$ cat src/rtl/proc_pkg.sv
`default_nettype none
// ============================================================================
//  Module      : proc_pkg
//  Description : Shared types and sizing constants for the processor front end.
//                Used by the fetch unit and by the control state machine.
//  Revision    : 1.0  initial release
// ============================================================================
package proc_pkg;

    // Default program-counter / ROM address width
    localparam int PC_W = 7;

    // Default instruction width
    localparam int IR_W = 16;

    // Fetch unit states: IDLE accepts a request, WAIT is the ROM access cycle
    typedef enum logic [0:0] {
        IDLE = 1'b0,
        WAIT = 1'b1
    } fetch_state_t;

    // Instruction opcodes decoded by the control state machine
    typedef enum logic [2:0] {
        NOOP  = 3'd0,
        STORE = 3'd1,
        LOAD  = 3'd2,
        ADD   = 3'd3,
        SUB   = 3'd4,
        HALT  = 3'd5
    } opcode_t;

endpackage : proc_pkg
`default_nettype wire

$ cat src/rtl/program_counter.sv
`default_nettype none
// ============================================================================
//  Module      : program_counter
//  Description : Program counter register with clear-over-increment priority.
//                Increment wraps modulo 2^PC_W without any flag.
//  Revision    : 1.0  initial release
// ============================================================================
module program_counter
#(
    parameter int PC_W = proc_pkg::PC_W
)(
    input  logic            Clk,
    input  logic            Reset,
    input  logic            PC_clr,
    input  logic            PC_up,
    output logic [PC_W-1:0] PC
);

    localparam logic [PC_W-1:0] c_pc_zero = '0;
    localparam logic [PC_W-1:0] c_pc_one  = PC_W'(1);

    logic [PC_W-1:0] r_pc;

    // PC update: reset, then clear, then increment, otherwise hold
    always_ff @(posedge Clk) begin
        if (Reset) begin
            r_pc <= c_pc_zero;
        end else if (PC_clr) begin
            r_pc <= c_pc_zero;
        end else if (PC_up) begin
            r_pc <= r_pc + c_pc_one;
        end
    end

    assign PC = r_pc;

endmodule : program_counter
`default_nettype wire

$ cat src/rtl/instruction_fetch.sv
`default_nettype none
// ============================================================================
//  Module      : instruction_fetch
//  Description : Two-state fetch unit. An accepted request samples the PC,
//                the external synchronous ROM returns data one cycle later,
//                and the instruction register is loaded with a one-cycle
//                valid pulse. Requests made while busy are dropped and
//                recorded in a sticky error flag.
//  Revision    : 1.0  initial release
// ============================================================================
module instruction_fetch
#(
    parameter int PC_W = proc_pkg::PC_W,
    parameter int IR_W = proc_pkg::IR_W
)(
    input  logic            Clk,
    input  logic            Reset,
    input  logic            PC_clr,
    input  logic            IR_ld,
    input  logic            PC_up,
    input  logic [IR_W-1:0] Rom_data,
    output logic [PC_W-1:0] Rom_addr,
    output logic [PC_W-1:0] PC,
    output logic [IR_W-1:0] IR,
    output logic [PC_W-1:0] IR_pc,
    output logic            IR_valid,
    output logic            Busy,
    output logic            Ld_err
);

    import proc_pkg::*;

    fetch_state_t    r_state;
    fetch_state_t    w_next_state;
    logic            w_accept;
    logic            w_drop;
    logic            w_load;
    logic [PC_W-1:0] w_pc;
    logic [PC_W-1:0] r_fetch_addr;
    logic [IR_W-1:0] r_ir;
    logic [PC_W-1:0] r_ir_pc;
    logic            r_ir_valid;
    logic            r_ld_err;

    // Program counter runs independently of the fetch state machine
    program_counter #(
        .PC_W (PC_W)
    ) u_program_counter (
        .Clk    (Clk),
        .Reset  (Reset),
        .PC_clr (PC_clr),
        .PC_up  (PC_up),
        .PC     (w_pc)
    );

    // Fetch state register
    always_ff @(posedge Clk) begin
        if (Reset) begin
            r_state <= IDLE;
        end else begin
            r_state <= w_next_state;
        end
    end

    // Next-state and request qualification; WAIT always lasts one cycle
    always_comb begin
        w_next_state = r_state;
        w_accept     = 1'b0;
        w_drop       = 1'b0;
        w_load       = 1'b0;
        case (r_state)
            IDLE: begin
                if (IR_ld) begin
                    w_accept     = 1'b1;
                    w_next_state = WAIT;
                end
            end
            WAIT: begin
                w_load       = 1'b1;
                w_drop       = IR_ld;
                w_next_state = IDLE;
            end
            default: begin
                w_next_state = IDLE;
            end
        endcase
    end

    // Fetch datapath: capture address on accept, load IR at the end of WAIT.
    // The ROM data seen during WAIT was addressed by the PC of the accept
    // cycle, so a PC change during WAIT cannot disturb the in-flight fetch.
    always_ff @(posedge Clk) begin
        if (Reset) begin
            r_fetch_addr <= '0;
            r_ir         <= '0;
            r_ir_pc      <= '0;
            r_ir_valid   <= 1'b0;
            r_ld_err     <= 1'b0;
        end else begin
            r_ir_valid <= w_load;
            if (w_accept) begin
                r_fetch_addr <= w_pc;
            end
            if (w_load) begin
                r_ir    <= Rom_data;
                r_ir_pc <= r_fetch_addr;
            end
            if (w_drop) begin
                r_ld_err <= 1'b1;
            end
        end
    end

    assign Rom_addr = w_pc;
    assign PC       = w_pc;
    assign IR       = r_ir;
    assign IR_pc    = r_ir_pc;
    assign IR_valid = r_ir_valid;
    assign Busy     = (r_state == WAIT);
    assign Ld_err   = r_ld_err;

endmodule : instruction_fetch
`default_nettype wire

$ cat config.mk
export PLATFORM = sky130hd
export DESIGN_NAME = instruction_fetch
export DESIGN_NICKNAME = d
export VERILOG_FILES = /design/src/rtl/proc_pkg.sv /design/src/rtl/program_counter.sv /design/src/rtl/instruction_fetch.sv
export SDC_FILE = /design/constraint.sdc
export NUM_CORES = 1
export LEC_CHECK = 0
export BUFFER_PORTS_ARGS = -buffer_cell sky130_fd_sc_hd__buf_2
export CORE_AREA = 2 2 63 65
export CTS_BUF_LIST = sky130_fd_sc_hd__clkbuf_16
export CTS_CLUSTER_SIZE = 25
export DETAILED_ROUTE_END_ITERATION = 10
export DIE_AREA = 0 0 65 67
export HOLD_SLACK_MARGIN = 0.02
export PLACE_DENSITY = 0.72
export RECOVER_POWER = 50
export SLEW_MARGIN = 20
export SYNTH_ARGS = -nofsm -noshare
export SYNTH_HDL_FRONTEND = slang
export SYNTH_SLANG_ARGS = --single-unit
$ cat constraint.sdc
create_clock -name Clk -period 1.1 [get_ports Clk]
set_input_delay 0.22 -clock Clk [delete_from_list [all_inputs] [get_ports Clk]]
set_output_delay 0.22 -clock Clk [all_outputs]
set_load 0.02 [all_outputs]
# Word level (Yosys, flattened, before mapping)
# Index checks and enable logic that the tools add are counted.
# totals
output_inout_bits	40
n_memories	0
elab_cells	15
rom_bits	0
register_bits	40
latchBits	0
input_bits	21
mem_bits_rw	0
# classes
add_sub_neg	1
muxes	5
n_eq_ne	0
reduce_logical	1
n_shift	0
multipliers	0
magnitude_cmp	0
n_div	0
bitwise_logic	1
# op_table
cell	count
$add 7x1->7 const B	1
$mux 1	4
$pmux 1 s2	1
$reduce_or 2->1	1
$not 1->1	1

# Depth between registers and ports, before layout
# Gate-level depths: netlist of the first run.
# depth
ltp_word	2
mapped_depth	5
ltp_nobuf	4

# Modules after synthesis
# A second synthesis of the first run with hierarchy kept.
# hier_totals
hier_cells	150
area_unflattened_um2	1570.3
# by_module_without_submodules
mod	area_per_inst_um2	seq_area_each_um2	cells_per_inst	n_inst
instruction_fetch	1287.5	660.6	119	1
program_counter	282.8	140.1	31	1

# Worst setup path before layout of the first run
# No wires, ideal clock.
# synth_timing
kind	register -> register
startpoint	reg u_program_counter.r_pc[0], in the netlist u_program_counter.PC[0]
endpoint	reg u_program_counter.r_pc[6], in the netlist u_program_counter.PC[6]
n_path_buf	0
required_time_ps	1030
arrival_ps	1238
period_less_slack_ps	1308
path_stages_with_launch	5
setup_slack_ps	-208
setup_time_ps	70
path_cell_list	dfxtp_1 -> ha_1 -> nand2_1 -> or3_1 -> a21oi_1
# synth_via
elab_chain_len	1
# synth_rtl
item	line	source
start, declared	program_counter.sv:22	logic [PC_W-1:0] r_pc;
start signal, assigned	program_counter.sv:27	r_pc <= c_pc_zero;
start signal, assigned	program_counter.sv:29	r_pc <= c_pc_zero;
start signal, assigned	program_counter.sv:31	r_pc <= r_pc + c_pc_one;
$add 7x1->7	program_counter.sv:31	
# Every way passes these cells.
# A chain may end at the register's enable or synchronous reset.

# Worst setup path in the final report of the first run
# layout_timing
startpoint	reg u_program_counter.r_pc[0], in the netlist u_program_counter.PC[0]
endpoint	out PC[0]
# layout_rtl
item	line	source
end, declared	instruction_fetch.sv:23	output logic [PC_W-1:0] PC,
# No word-level cell between the ends.

==> results of run 1 <==
-- repair_timing --
action | 4_1_cts | 5_1_grt
pin swaps | 0 | 2
endpoints found under the hold margin | 0 | 0
buffers inserted | 1 | 5
resized for setup | 20 | 12
endpoints found under the setup margin | 13 | 13
-- layout make-up --
cell class / count / area share (%)
clock buffer: 5 / 5.85
sequential: 40 / 38.0
multi-input combinational: 89 / 28.2
clock inverter: 3 / 0.526
timing repair buffer: 78 / 24.6
tap: 48 / 2.81
-- worst max-delay path, stage by stage, from the launching register on --
cell and delay [ns]:
dfxtp_4 0.35, buf_6 0.13, buf_6 0.12
-- cells by family (layout without fill, tap and decap cells) --
family	after synthesis	count (layout)	share of synthesized area [%]
adder cells (fa/ha/maj)	1	1	0.836
buffers and inverters	17	86	6.94
flip-flops	40	40	53.5
multiplexers	31	31	20.7
XOR/XNOR	4	4	2.34
AO/OA/AOI/OAI	5	5	1.67
AND/OR/NAND/NOR	48	48	14.0
-- report_power, final --
part | internal, mW | total [mW] | switching [mW] | leakage (nW)
Combinational | 0.147 | 0.309 | 0.162 | 0.620
Sequential | 1.49 | 1.51 | 0.0194 | 0.328
Clock | 0.814 | 1.32 | 0.505 | 0.0738
-- worst max path at each step --
stage	start	endpoint	slack, ns	cells after the start
final	u_program_counter.PC[0]$_SDFFE_PP0P_	PC[0]	-0.00005	2
after global routing	u_program_counter.PC[0]$_SDFFE_PP0P_	PC[0]	-0.02	2
after CTS	u_program_counter.PC[0]$_SDFFE_PP0P_	PC[0]	-0.03	2
after detailed placement	u_program_counter.PC[0]$_SDFFE_PP0P_	u_program_counter.PC[6]$_SDFFE_PP0P_	0.02	4
after global placement	u_program_counter.PC[0]$_SDFFE_PP0P_	u_program_counter.PC[6]$_SDFFE_PP0P_	0.05	4
after floorplan	u_program_counter.PC[0]$_SDFFE_PP0P_	u_program_counter.PC[6]$_SDFFE_PP0P_	-0.08	4
-- stage by stage --
stage,cell area (µm²),hold WS [ns]
2_1_floorplan,1510,0.365
3_3_place_gp,1850,0.446
3_5_place_dp,1850,0.459
4_1_cts,2060,0.175
5_1_grt,2140,0.196
6_report,2140,0.177
-- cell usage in the layout (no fill, tap or decap), types with 2 or more instances in the layout --
cell,instances
nor2b_1,3
o21ai_0,2
dfxtp_2,6
a21oi_1,3
buf_6,17
nand4_1,2
mux2i_1,31
nand2_1,3
inv_1,2
nor2_1,36
or3_1,2
buf_4,12
clkbuf_16,5
buf_2,49
dfxtp_1,33
xor2_1,3
-- flip-flops by register name (all words and copies together), names as in the netlist --
signal / cells
IR_pc: 7
Ld_err: 1
IR: 16
u_program_counter.PC: 7
IR_valid: 1
r_fetch_addr: 7
Busy: 1
-- metal layers --
layer / vias up / part of all wire, %
met5: - / 0
met1: 541 / 42
met2: 25 / 52
met4: 0 / 1.9
met3: 5 / 4.3
li1: 605 / -
==> impl_results.md, run 1 <==
- Met1 Use GR: about 16%
- Hold Path End: IR[5]$_SDFFE_PP0P_
- Failing checks: setup timing
- Fill count: between 300 and 400
- Type of the most critical hold path: input pin to register
- Reg area: approximately 810 µm²
- Cells after synthesis: about 150
- Yosys warns: 0
- Startpoint types: register
- Proportion of layout cells with a drive suffix above 1: between 40% and 50%
- Crit end category: primary output
- RSZ-0062 raised after global routing: true
- PortBufs: 60
- Vias per cell: roughly 4.5
- Gr ovfl total: 0
- Fin. max-slew vios: 0
- ANT nets after route: 0
- R2r endpoint: u_program_counter.PC[6]$_SDFFE_PP0P_
- Synth top area cells: dfxtp_1, mux2i_1, nor2_1
- #FFs+latches synth: 40
- FF-to-FF path depth: 4
- Yosys top cell by area: dfxtp_1
- Core area: between 3000 and 4000 µm²
- GR Util met3: between 3 and 4%
- Iter 0 DRT Violations: about 40
- Critical path class: register to primary output
- Placed cells: approximately 250
- Initial antenna violation count: 0
- Top cells by count, synth: dfxtp_1, nor2_1, mux2i_1, buf_4, clkbuf_1
- Setup ws final: -0.0000486 ns
- H-tree depth: 2
- Largest net degree at the start of global routing: 27
- Worst Tran Pin Value: 0.257 ns
- Worst vdd ir: between 0.0009 and 0.001 V
- Post-synthesis cell type count: 17
- WP data arrival: a little under 0.9 ns
- Die width: about 65 µm
- Setup violators final: 1
- Multi-input logic area: approximately 600 µm²
- Clock Skews: between 0.003 and 0.004 ns
- Initial core utilization: between 40% and 50%
- Hold path depth: 3
- Clk_lat worst skew: roughly 0.27 ns
- Pre-CTS setup slack: just over 0.02 ns
- Fmax: 909 MHz
- Global Route Usage Sum: between 10% and 20%
- TritonCTS buffer count: 5
- Most numerous cell in the Yosys netlist: dfxtp_1
- Routed vias: about 1200
- Clock sinks: 40
- Root buffer cell: clkbuf_16
- Leak: just over 1 nW
- Final std cells w/o fill: roughly 260
- Area share of the largest cell type after synthesis: approximately 54%
- Status: finished, violations left
- Avg Inst Size Synth: approximately 10 µm²
- Ports: 61
- Clk slew on worst S/H paths: about 0.05 ns
- Ant diodes: 0
- Main synth FF type: dfxtp_1
- Nets@finish: between 200 and 250
- Max clock buf depth: 2
- Layout area overhead: 43.0%
- Residual DRC count: 0
- Required @ worst endpoint: approximately 0.88 ns
- Total routed wirelength: around 3.2 mm
- Layout Utilization: slightly below 60%
- RePlAce Congestion: about 0.8
- Crit Path Max Fanout: 6
- Final period util: 100%
- Synth Net Count: approximately 170
- Final Power: about 3.1 mW
- Avg WL per Cell: approximately 12 µm
- Post-synthesis async set-or-reset flop share: 0%
- Synthesized area: ~1500 µm²
- Register area share after synthesis: 53.5%
- FF-to-FF setup slack: around 0.05 ns
- CTS tree: built
- DP Wirelength: roughly 2.1 mm
- Chip height: around 67 µm
- Fin crit period: 1.10 ns
- Post-synth EDFFs: 0
- GR peak layer: met2
- Hold_sp: Rom_data[5]
- Die area: 4360 µm²
- Crit Reg-Reg Startpoint: u_program_counter.PC[0]$_SDFFE_PP0P_
- CTS Hold Bufs: 0
- Slew margin rel.: between 80% and 90%
- Vias in the first global route: 1088
- # rows: 22
- First-pass GRT wire length: approximately 4.8 mm
- Number of detailed-route iterations in the first pass: 4
- Final setup TNS: -0.0000486 ns
- GR met2 Demand/Resource: approximately a quarter
- Final hold violation count: 0
- Max-Cap Viols: 0
- PwrDens: 1460 nW/µm²
Power figures use the tool's default switching activity.
==> inputs of run 2 (changes only) <==
CORE_AREA = 2 2 58 60   (was 2 2 63 65)
DIE_AREA = 0 0 60 62   (was 0 0 65 67)
PLACE_DENSITY = 0.91   (was 0.72)
clock period = 1.29 ns   (was 1.1 ns; I/O delays follow)
==> run 2 against run 1 <==
  * Global-route usage is 2.5 points higher
  * The flow now finishes without violations
  * Cell area shrank 11%
  * Critical endpoint is now u_program_counter.PC[6]$_SDFFE_PP0P_
  * Largest cell class unchanged
  * Combinational power shrank 29%
  * Setup slack improved by 0.090 ns
==> impl_results.md, run 2 (synthesized netlist as in run 1, its figures left out) <==
- Slew margin rel.: 77.0% (-5.9 points)
- Setup repair bufs after CTS: 0 (-1)
- Proportion of layout cells with a drive suffix above 1: 25.6% (-18 points)
- Worst Tran Pin Value: 0.345 ns (+0.0883 ns)
- Vias in the first global route: 1045 (-4.0%)
- Crit Path Max Fanout: 7 (+1)
- Max reg flops: 16 (unchanged)
- Ant diodes: 0 (unchanged)
- Die width: 60 µm (-7.7%)
- Clk slew on worst S/H paths: 0.05 ns (about the same)
- Fin. max-slew vios: 0 (unchanged)
- Hold_sp: Rom_data[14]
- Type of the most critical hold path: input pin to register
- Final setup TNS: 0 ns (+0.0000486 ns)
- Clock sinks: 40 (unchanged)
- Status: completed
- RePlAce Congestion: 0.693 (-12%)
- Ports: 61 (unchanged)
- Routed metal-1 wirelength: 1.25 mm (-5.5%)
- Leak: 0.832 nW (-19%)
- Fill count: 299 (-4.5%)
- Final period util: 93.0%
- Fin crit period: 1.20 ns
- Max-Cap Viols: 0 (unchanged)
- Initial core utilization: 47.1% (+5.6 points)
- WP data arrival: 1.41 ns (+0.53 ns)
- Slowest cell on crit path: dfxtp_2
- Layout Utilization: 59.9% (+0.56 points)
- PwrDens: 1380 nW/µm² (-6.0%)
- Root buffer cell: clkbuf_16
- Most frequent cells in the layout: dfxtp_1, nor2_1, buf_2
- Die area: 3720 µm² (-15%)
- # rows: 21 (-4.5%)
- H-tree depth: 2 (unchanged)
- Setup ws final: 0.0898 ns (+0.0899 ns)
- FF-to-FF path depth: 4 (unchanged)
- Nets@finish: 225 (-4.7%)
- Met2 wire len: 1.45 mm (-11%)
- Critical path class: register to register
- Residual DRC count: 0 (unchanged)
- Required @ worst endpoint: 1.50 ns (+0.62 ns)
- Avg WL per Cell: 11.7 µm (-2.1%)
- First-pass GRT wire length: 4.55 mm (-4.9%)
- Number of detailed-route iterations in the first pass: 4 (unchanged)
- DP Wirelength: 2.16 mm (+2.0%)
- Clock Skews: 0.00286 ns (-0.000820 ns)
- Largest net degree at the start of global routing: 20 (-26%)
- Routed vias: 1159 (-1.4%)
- Setup violators final: 0 (-1)
- Global Route Usage Sum: 17.1% (+2.5 points)
- CTS tree: built
- Vias per cell: 4.65 (+4.1%)
- Core area: 3180 µm² (-12%)
- Max clock buf depth: 2 (unchanged)
- Hold path depth: 3 (unchanged)
- PortBufs: 60 (unchanged)
- Fmax: about 830 MHz
- R2r endpoint: u_program_counter.PC[6]$_SDFFE_PP0P_
- Gr ovfl total: 0 (unchanged)
- TritonCTS buffer count: 5 (unchanged)
- Worst vdd ir: 0.000905 V (-2.9%)
- Startpoint types: register
- CTS Hold Bufs: 0 (unchanged)
- Crit Reg-Reg Startpoint: u_program_counter.PC[0]$_SDFFE_PP0P_
- Crit end category: register
- Most common cell after layout, fill and taps aside: dfxtp_1
- Initial antenna violation count: 0 (unchanged)
- Clk_lat worst skew: 0.28 ns (about the same)
- Final hold violation count: 0 (unchanged)
- Chip height: 62 µm (-7.5%)
- Iter 0 DRT Violations: 74 (+80%)
- Pre-CTS setup slack: 0.0918 ns (+0.0714 ns)
- ANT nets after route: 0 (unchanged)
- Total routed wirelength: 2.92 mm (-7.3%)
- FF-to-FF setup slack: 0.09 ns (+0.04 ns)
- Critical Path, Cell by Cell: ha_2, nand2_1, or3_1, a21oi_1
- Met3 wire length: 130 µm (-5.1%)
- Layout area overhead: 27.3%
- Max layer used: met4
- Worst path max stage delay: 0.40 ns (+0.05 ns)
- RSZ-0062 raised after global routing: false
- Hold Path End: IR[14]$_SDFFE_PP0P_
==> run 2: how the worst max path moves through the flow <==
stage / endpoint / startpoint / depth (start not counted) / slack [ns]
6_report: u_program_counter.PC[6]$_SDFFE_PP0P_ / u_program_counter.PC[0]$_SDFFE_PP0P_ / 4 / 0.09
5_1_grt: u_program_counter.PC[6]$_SDFFE_PP0P_ / u_program_counter.PC[0]$_SDFFE_PP0P_ / 4 / 0.005
4_1_cts: PC[2] / u_program_counter.PC[2]$_SDFFE_PP0P_ / 2 / 0.08
3_5_place_dp: u_program_counter.PC[6]$_SDFFE_PP0P_ / u_program_counter.PC[0]$_SDFFE_PP0P_ / 4 / 0.09
3_3_place_gp: u_program_counter.PC[6]$_SDFFE_PP0P_ / u_program_counter.PC[0]$_SDFFE_PP0P_ / 4 / 0.17
2_1_floorplan: IR[0]$_SDFFE_PP0P_ / Busy$_SDFF_PP0_ / 4 / 0.06
==> run 2: critical path, delay by kind of cell, from the launching register on <==
family | cells | cell delay [ns]
AO/OA/AOI/OAI | 1 | 0.14
adder cells (fa/ha/maj) | 1 | 0.22
AND/OR/NAND/NOR | 2 | 0.38
flip-flops | 1 | 0.40
==> run 2: metrics by stage <==
stage          instances  power, mW  hold WS [ns]  cell area [µm²]
6_report             249       2.62         0.215             1900
2_1_floorplan        146       1.47         0.403             1500
3_5_place_dp         242       1.54         0.451             1810
3_3_place_gp         242       1.54         0.445             1810
4_1_cts              249       2.67         0.213             1940
5_1_grt              249       2.72         0.239             1900
==> run 2: metal layers <==
| metal | up-vias | track usage, % |
|---|---|---|
| met2 | 38 | 28.0 |
| met3 | 9 | 5.38 |
| met1 | 527 | 18.9 |
| li1 | 585 | - |
| met5 | - | 0 |
| met4 | 0 | 12.1 |
==> run 2: layout make-up <==
| type | instances | area, µm² | area share [%] |
|---|---|---|---|
| Clock buffer | 5 | 125 | 6.57 |
| Sequential cell | 40 | 803 | 42.2 |
| Timing Repair Buffer | 67 | 317 | 16.6 |
| Tap cell | 46 | 57.6 | 3.02 |
| Clock inverter | 2 | 7.51 | 0.394 |
| Multi-Input combinational cell | 89 | 594 | 31.2 |
==> run 2: power by group <==
group | leakage [nW] | switching [mW] | internal, mW | total, mW
registers | 0.325 | 0.0201 | 1.27 | 1.29
logic | 0.442 | 0.129 | 0.0909 | 0.220
clock network | 0.0648 | 0.423 | 0.690 | 1.11
==> run 2: repair_timing <==
action | CTS | global route
gates resized for setup | 0 | 1
setup endpoints to repair | 0 | 1
hold endpoints to repair | 0 | 0
==> inputs of run 3 (changes only) <==
clock period = 1.5 ns   (was 1.29 ns; I/O delays follow)
==> run 3 against run 2 <==
  * First-iteration DRC count is 77% lower
  * Non-clock buffer count stayed put
  * Sequential power is 15% lower
  * Power is 13% lower
  * Final cell count is 0.40% higher
  * Combinational power is 11% lower
  * Sequential cell count stayed put
  * Global-route usage is 0.81 points lower
  * Sequential share of layout area is 0.54 points lower
  * Critical endpoint is now r_fetch_addr[3]$_SDFFE_PP0P_
  * Largest power group unchanged
==> impl_results.md, run 3 (synthesized netlist as in run 1, its figures left out) <==
- Fmax: 754 MHz (-9.5%)
- Die area: 3720 µm² (unchanged)
- TritonCTS buffer count: 5 (unchanged)
- Chip height: 62 µm (unchanged)
- PortBufs: 60 (unchanged)
- Type of the most critical hold path: input pin to register
- Slew margin rel.: 62.8% (-14 points)
- Max clock buf depth: 2 (unchanged)
- Largest net degree at the start of global routing: 20 (unchanged)
- Nets@finish: 225 (unchanged)
- Initial core utilization: 47.1% (unchanged)
- WP data arrival: 1.49 ns (+0.08 ns)
- H-tree depth: 2 (unchanged)
- CTS Hold Bufs: 0 (unchanged)
- Clock Skews: 0.00546 ns (+0.00261 ns)
- Setup repair bufs after CTS: 0 (unchanged)
- Iter 0 DRT Violations: 17 (-77%)
- CP Capture Point: r_fetch_addr[3]$_SDFFE_PP0P_
- Total routed wirelength: 2.92 mm (-0.31%)
- Fin. max-slew vios: 0 (unchanged)
- Most common cell after layout, fill and taps aside: buf_2
- Avg WL per Cell: 11.7 µm (-0.71%)
- Ant diodes: 0 (unchanged)
- Critical path class: register to register
- Worst vdd ir: 0.00102 V (+13%)
- Fin crit period: 1.33 ns (+0.125 ns)
- First-pass GRT wire length: 4.41 mm (-3.0%)
- Vias per cell: 4.59 (-1.4%)
- Residual DRC count: 0 (unchanged)
- Status: completed
- Vias in the first global route: 1073 (+2.7%)
- Clk_lat worst skew: 0.28 ns (about the same)
- Crit end category: register
- # resized after CTS: 0 (unchanged)
- Proportion of layout cells with a drive suffix above 1: 31.4% (+5.8 points)
- FF-to-FF setup slack: 0.17 ns (+0.08 ns)
- Most frequent cells in the layout: buf_2, dfxtp_1, nor2_1
- Core area: 3180 µm² (unchanged)
- Fill count: 305 (+2.0%)
- CTS tree: built
- Max-Cap Viols: 0 (unchanged)
- Area post-placement: 1800 µm² (-0.14%)
- Setup ws final: 0.175 ns (+0.0847 ns)
- Final hold violation count: 0 (unchanged)
- # rows: 21 (unchanged)
- Pre-CTS setup slack: 0.287 ns (+0.196 ns)
- Final setup TNS: 0 ns (unchanged)
- Initial antenna violation count: 0 (unchanged)
- Max reg flops: 16 (unchanged)
- Gr ovfl total: 0 (unchanged)
- Worst Tran Pin Value: 0.558 ns (+0.213 ns)
- Leak: 0.900 nW (+8.2%)
- FF-to-FF path depth: 4 (unchanged)
- R2r endpoint: r_fetch_addr[3]$_SDFFE_PP0P_
- Final std cells w/o fill: 250 (+0.40%)
- DP Wirelength: 2.18 mm (+0.95%)
- Number of detailed-route iterations in the first pass: 4 (unchanged)
- Crit Path Max Fanout: 8 (+1)
- PwrDens: 1190 nW/µm² (-14%)
- Clock sinks: 40 (unchanged)
- Design Area, Final: 1920 µm² (+0.99%)
- Clk slew on worst S/H paths: 0.06 ns (about the same)
- Layout area overhead: 28.5%
- Placed cells: 242 (unchanged)
- Ports: 61 (unchanged)
- Global Route Usage Sum: 16.3% (-0.81 points)
- Crit Reg-Reg Startpoint: Busy$_SDFF_PP0_
- Root buffer cell: clkbuf_16
- ANT nets after route: 0 (unchanged)
- Routed vias: 1147 (-1.0%)
- Required @ worst endpoint: 1.67 ns (+0.17 ns)
- RSZ-0062 raised after global routing: false
- Startpoint types: register
- Setup violators final: 0 (unchanged)
- Final period util: 88.4% (-4.7 points)
- RePlAce Congestion: 0.666 (-3.8%)
- Die width: 60 µm (unchanged)
- CP startpoint: Busy$_SDFF_PP0_
run 3: changes by cell type in the layout (fill, tap and decap cells not counted):
cell	delta
clkinv_2	+2
ha_2	-1
clkinv_1	-1
or2_0	+1
clkbuf_2	-1
dfxtp_2	-2
buf_2	+15
dfxtp_1	+2
clkbuf_1	-14
or2_2	-1
ha_1	+1
run 3: layout make-up:
cell class | count | area, µm² | area share, %
Timing Repair Buffer | 67 | 334 | 17.4
Tap cell | 46 | 57.6 | 2.99
Clock buffer | 5 | 125 | 6.51
Multi-Input combinational cell | 89 | 592 | 30.8
Sequential cell | 40 | 801 | 41.6
Clock inverter | 3 | 13.8 | 0.716
run 3: per-layer routing:
| metal | share of wire [%] | wire, µm | vias to the layer above | track usage (%) |
|---|---|---|---|---|
| li1 | - | - | 585 | - |
| met1 | 43 | 1270 | 518 | 17.6 |
| met2 | 49 | 1420 | 38 | 27.2 |
| met3 | 5.6 | 163 | 6 | 6.00 |
| met4 | 2.2 | 64 | 0 | 10.2 |
| met5 | 0 | 0 | - | 0 |
run 3: power breakdown:
group / leakage, nW / switching (mW) / internal, mW
sequential: 0.325 / 0.0138 / 1.09
clock: 0.0710 / 0.379 / 0.602
combinational: 0.505 / 0.113 / 0.0826
run 3: worst max-delay path, cell delays in order (launching register included):
cell	delay (ns)
dfxtp_1	0.33
nor2b_1	0.11
clkbuf_1	0.45
mux2i_1	0.27
nor2_1	0.06
run 3: metrics by stage:
| stage | util [%] | total power [mW] | hold slack [ns] |
|---|---|---|---|
| global route | 60.5 | 2.37 | 0.257 |
| detailed placement | 56.7 | 1.33 | 0.475 |
| floorplan | - | 1.26 | 0.445 |
| CTS | 61.1 | 2.32 | 0.249 |
| global placement | 56.7 | 1.32 | 0.444 |
| finish | 60.5 | 2.28 | 0.257 |
run 3: worst min path at each step:
stage	depth (start not counted)	slack, ns	startpoint	end
3_3_place_gp	2	0.44	Ld_err$_SDFFE_PP0P_	Ld_err$_SDFFE_PP0P_
4_1_cts	3	0.25	Rom_data[2]	IR[2]$_SDFFE_PP0P_
5_1_grt	3	0.26	Rom_data[2]	IR[2]$_SDFFE_PP0P_
3_5_place_dp	2	0.47	IR[14]$_SDFFE_PP0P_	IR[14]$_SDFFE_PP0P_
2_1_floorplan	2	0.44	IR_ld	Ld_err$_SDFFE_PP0P_
6_report	3	0.26	Rom_data[1]	IR[1]$_SDFFE_PP0P_
